==> config.mk <==
export PLATFORM = sky130hd
export DESIGN_NAME = histogram_equalizer
export DESIGN_NICKNAME = d
export VERILOG_FILES = /design/src/rtl/histogram_equalizer.sv
export SDC_FILE = /design/constraint.sdc
export NUM_CORES = 2
export LEC_CHECK = 0
export BUFFER_PORTS_ARGS = -buffer_cell sky130_fd_sc_hd__buf_2
export CORE_AREA = 2 2 421 423
export DETAILED_ROUTE_END_ITERATION = 7
export DIE_AREA = 0 0 423 425
export SETUP_SLACK_MARGIN = 0.05
export SLEW_MARGIN = 0
export SYNTH_ARGS = -nofsm -noshare
export SYNTH_HDL_FRONTEND = slang
export SYNTH_SLANG_ARGS = --single-unit
==> constraint.sdc <==
create_clock -name clk -period 8.9 [get_ports clk]
set_clock_uncertainty 0.15 [all_clocks]
set_input_delay 0.89 -clock clk [delete_from_list [all_inputs] [get_ports clk]]
set_output_delay 0.89 -clock clk [all_outputs]
set_load 0.02 [all_outputs]
==> src/rtl/histogram_equalizer.sv <==
// histogram_equalizer: remaps one IDCT table through the histogram RAM's CDF into equalized pixels
module histogram_equalizer #(
  parameter int IMAGE_WIDTH = 320,
  parameter int IMAGE_HEIGHT = 240,
  parameter int PIXEL_WIDTH = 8,
  parameter int DC_OFFSET = 128,
  parameter int TABLE_SIZE = 64,
  parameter int HISTOGRAM_RAM_ADDRESS_WIDTH = PIXEL_WIDTH,
  parameter int HISTOGRAM_RAM_DATA_WIDTH = $clog2(IMAGE_WIDTH * IMAGE_HEIGHT)
) (
  input  logic                                   clk,
  input  logic                                   rst,
  input  logic [TABLE_SIZE*PIXEL_WIDTH-1:0]      image_table,
  input  logic                                   start_equalization,
  input  logic [HISTOGRAM_RAM_DATA_WIDTH-1:0]    CDF_min,
  input  logic [HISTOGRAM_RAM_DATA_WIDTH-1:0]    histogram_RAM_data_input,
  output logic [HISTOGRAM_RAM_ADDRESS_WIDTH-1:0] histogram_RAM_address,
  output logic                                   histogram_RAM_CE,
  output logic                                   histogram_RAM_WE,
  output logic [TABLE_SIZE*PIXEL_WIDTH-1:0]      equalized_table,
  output logic                                   busy,
  output logic                                   equalization_done
);
  localparam int DW = HISTOGRAM_RAM_DATA_WIDTH;
  localparam int PW = PIXEL_WIDTH;
  localparam int NW = DW + PW;
  localparam int IW = $clog2(TABLE_SIZE);
  localparam int CW = $clog2(NW);
  localparam logic [DW-1:0] N = DW'(IMAGE_WIDTH * IMAGE_HEIGHT);
  localparam logic [PW-1:0] OFF = PW'(DC_OFFSET);
  typedef enum logic [2:0] {IDLE, READ, CAPTURE, DIVIDE, STORE, DONE} state_t;
  state_t state, next;
  logic [TABLE_SIZE-1:0][PW-1:0] tbl, eq;
  logic [IW-1:0] idx;
  logic [CW-1:0] cnt;
  logic [DW-1:0] rem, den, diff;
  logic [NW-1:0] quo;
  logic [DW:0] trial;
  logic den_zero, fits;
  assign equalized_table = eq;
  assign histogram_RAM_WE = 1'b0;
  assign diff = histogram_RAM_data_input - CDF_min;
  assign trial = {rem, quo[NW-1]};
  assign fits = trial >= {1'b0, den};
  always_ff @(posedge clk)
    if (rst) state <= IDLE;
    else state <= next;
  always_comb
    next = state == IDLE    ? (start_equalization ? READ : IDLE) :
           state == READ    ? CAPTURE :
           state == CAPTURE ? DIVIDE :
           state == DIVIDE  ? (cnt == CW'(NW - 1) ? STORE : DIVIDE) :
           state == STORE   ? (idx == IW'(TABLE_SIZE - 1) ? DONE : READ) : IDLE;
  always_comb begin
    busy = state inside {READ, CAPTURE, DIVIDE, STORE};
    equalization_done = state == DONE;
    histogram_RAM_CE = state inside {READ, CAPTURE};
    histogram_RAM_address = state inside {READ, CAPTURE} ? HISTOGRAM_RAM_ADDRESS_WIDTH'(tbl[idx] + OFF) : '0;
  end
  // quo starts as the dividend and shifts quotient bits in from the right as the remainder consumes it
  always_ff @(posedge clk)
    if (rst) begin
      tbl <= '0;
      eq <= '0;
      idx <= '0;
      cnt <= '0;
      rem <= '0;
      den <= '0;
      quo <= '0;
      den_zero <= 1'b0;
    end else begin
      if (state == IDLE && start_equalization) begin
        tbl <= image_table;
        idx <= '0;
      end
      if (state == CAPTURE) begin
        quo <= histogram_RAM_data_input > CDF_min ? {diff, PW'(0)} - NW'(diff) : '0;
        rem <= '0;
        cnt <= '0;
        den <= N - CDF_min;
        den_zero <= CDF_min >= N;
      end
      if (state == DIVIDE) begin
        rem <= fits ? DW'(trial - {1'b0, den}) : trial[DW-1:0];
        quo <= {quo[NW-2:0], fits};
        cnt <= cnt + 1'b1;
      end
      if (state == STORE) begin
        eq[idx] <= den_zero ? '0 : |quo[NW-1:PW] ? '1 : quo[PW-1:0];
        idx <= idx + 1'b1;
      end
    end
endmodule

==> run summary <==
- logic depth of the worst register-to-register path: 8
- post-synthesis sequential area ratio: 49.7%
- core region area: 0.175 mm²
- total nets after synthesis: 6421
- Clk pin slew, worst setup/hold paths: 60 ps
- Final #Nets: 7197
- area leader, netlist: sky130_fd_sc_hd__dfxtp_1
- CTS tree: yes
- Synth Flop Type: sky130_fd_sc_hd__dfxtp_1
- drc violations: 0
- worst reg2reg startpoint: quo[16]
- result of the run: completed
- share of cells above drive strength 1: 20.5%
- post-CTS setup buffer count: 0
- number of routed nets with antenna violations: 0
- # rows: 154
- initial core utilization: 25.2%
- quantity of hold-fixing buffers added after cts: 0
- EDFF count, synth: 0
- Slew Viols, Final: 0
- leakage power figure: 0.0239 µW
- setup_tns: 0 ps
- endpoint class of the critical path: output pin
- chip height: 425 µm
- top post-synthesis cells by area: sky130_fd_sc_hd__dfxtp_1, sky130_fd_sc_hd__a21oi_1, sky130_fd_sc_hd__nand2_1, sky130_fd_sc_hd__nor2_1, sky130_fd_sc_hd__a22oi_1
- insertion delay of the later-clocked pin in the worst-skew pair: 800 ps
- CTS buffer count: 120
- buffer depth of the longest clock path: 3
- post-cts repair resize count: 0
- register bit count reported by yosys: 1098
- total vias in the final route: 44300
- min setup slack post-route: 3290 ps
- asr flop ratio synth: 0%
- worst path arrival time: 4570 ps
- Mapped Area: 0.0442 mm²
- class of the worst hold path: input port to flip-flop
- Sinks on Clock Net: 1098
- floorplan die width: 423 µm
- DIE AREA: 0.180 mm²
- critical path start-end classification: flip-flop to output pin
- average detailed-routed wire length per instance: 21.2 µm
- total setup violations reported at the end of the flow: 0
- share of the cycle needed by the critical path after routing: 63.1%
- cell area after placement: 0.0514 mm²
- number of vias per cell after detailed routing: 4.89
- level count of the clock H-tree: 3
- overall track demand over capacity in global routing: 20.1%
- violation count after the first detailed-route iteration: 3552
- Req. time, crit path: 7860 ps
- depth of the worst hold-timing path: 3
- mean cell area of the mapped netlist: 7.59 µm²
- detailed placer's ending HPWL: 136000 µm
- Least-Margin Pin Slew: 1300 ps
- ratio of total power to cell area: 222 mW/mm²
- Critical Path Fanout Max: 34
- area share of the largest cell type after synthesis: 49.7%
- cell count after synthesis: 5822
- library cell used as clock root buffer: sky130_fd_sc_hd__clkbuf_16
- worst setup slack after placement: 3110 ps
- total congestion overflow: 0
- Critical R2R Capture: equalized_table[445]
- sum of routed wire length over all layers: 192000 µm
- remaining max-slew budget at the tightest pin: 12.0%
- routability cong.: 0.898
- area overhead of the layout relative to synthesis: 26.1%
- unrepaired setup endpoints after global routing: no
- largest net degree at the start of global routing: 229
- setup slack of the most critical reg-to-reg path: 4850 ps
- vias in the first global route: 41500
- YS warnings: 0
- launching element type of the critical path: flip-flop
- ranking of synthesized cells by instance count: sky130_fd_sc_hd__nand2_1, sky130_fd_sc_hd__nor2_1, sky130_fd_sc_hd__a21oi_1
- First-pass DRT Iterations: 6
- Filler Cell Count: 18700
- antenna violations before repair: 19
- Hold EP: tbl[358]
- # port buffers: 1071
- most common cell in the netlist: sky130_fd_sc_hd__nand2_1
- start point of the worst min-delay path: image_table[358]
- final instance area: 0.0558 mm²
- num ports: 1073
- min cycle time layout: 5610 ps
- maximum frequency from static timing analysis: 178 MHz
- worst IR drop on VDD: 0.168 mV
- number of distinct library cell variants in the gate-level netlist after synthesis: 74
- Max Cap Violations: 0
- total count of hold-check failures in the final report: 0
- global-route wire length before repair: 272000 µm
cell type report:
type / count / area, µm² / area share [%]
Sequential cell: 1098 / 22000 / 39.4
Multi-Input combinational cell: 4198 / 20400 / 36.6
Timing Repair Buffer: 1126 / 5860 / 10.5
Clock buffer: 174 / 3530 / 6.32
Tap cell: 2340 / 2930 / 5.25
Clock inverter: 52 / 805 / 1.44
Inverter: 54 / 203 / 0.363
Antenna cell: 16 / 40.0 / 0.0718
critical path: stages (launching register included):
cell	delay (ps)
sky130_fd_sc_hd__dfxtp_1	670
sky130_fd_sc_hd__nor3b_2	300
sky130_fd_sc_hd__buf_4	510
sky130_fd_sc_hd__buf_4	600
sky130_fd_sc_hd__a221oi_1	160
sky130_fd_sc_hd__a31oi_1	520
sky130_fd_sc_hd__a21oi_1	80
sky130_fd_sc_hd__a41oi_1	590
sky130_fd_sc_hd__buf_2	290
registers in the layout, summed over array words and instances, names as in the netlist:
signal / cells
cnt: 5
idx: 6
den_zero: 1
state: 3
equalized_table: 512
den: 17
tbl: 512
rem: 17
quo: 25
metal layers:
metal | routed length (µm) | up-vias | track usage, %
li1 | - | 21200 | -
met1 | 76700 | 20900 | 23.7
met2 | 93300 | 1813 | 34.9
met3 | 12000 | 363 | 3.48
met4 | 9540 | 2 | 10.4
met5 | 16 | - | 0
cell families after synthesis:
logic type | synth area share, %
AO/OA/AOI/OAI | 20.9
XOR/XNOR | 0.908
adder cells (fa/ha/maj) | 1.45
buffers and inverters | 4.48
flip-flops | 49.7
multiplexers | 0.0339
other | 0.00848
AND/OR/NAND/NOR | 22.5
cells in the final DEF (no fill, tap or decap), drive strengths merged, types with 6 or more instances in the layout:
cell type / instances
nand4: 56
a21oi: 1100
clkinv: 28
clkinvlp: 6
a22oi: 227
diode: 16
inv: 60
clkbuf: 174
a221oi: 38
nor3: 37
bufinv: 12
or4: 6
o21a: 7
xnor2: 32
a31oi: 34
ha: 48
o21ai: 26
a22o: 23
a41oi: 7
nand2: 1183
nor2b: 14
nand2b: 7
nor4: 13
nor2: 1115
o211ai: 38
o31ai: 7
and3: 16
xor2: 13
nand3: 29
a211oi: 17
and2: 9
a21o: 17
o21bai: 13
dfxtp: 1098
buf: 1126
where the power goes:
group | total [µW] | internal [µW] | switching [µW]
clock network | 5370 | 3130 | 2240
registers | 5230 | 5100 | 125
logic | 1760 | 468 | 1290
worst max-delay path by stage:
stage	from	endpoint	slack, ps
floorplan	CDF_min[5]	quo[24]	4130
global placement	CDF_min[5]	quo[24]	3130
detailed placement	CDF_min[5]	quo[24]	3110
CTS	idx[2]	histogram_RAM_address[5]	2980
global route	idx[2]	histogram_RAM_address[5]	3020
finish	idx[2]	histogram_RAM_address[5]	3290
metrics by stage:
step                power, µW  cells  utilization, %  hold slack, ps
floorplan                6340   5822               -             282
global placement         7090   8816            29.3             291
detailed placement       7100   8816            29.3             297
CTS                     12500   9042            31.8            71.4
global route            12800   9055            31.8            97.6
finish                  12400   9058            31.8             168
Power figures use the tool's default switching activity.
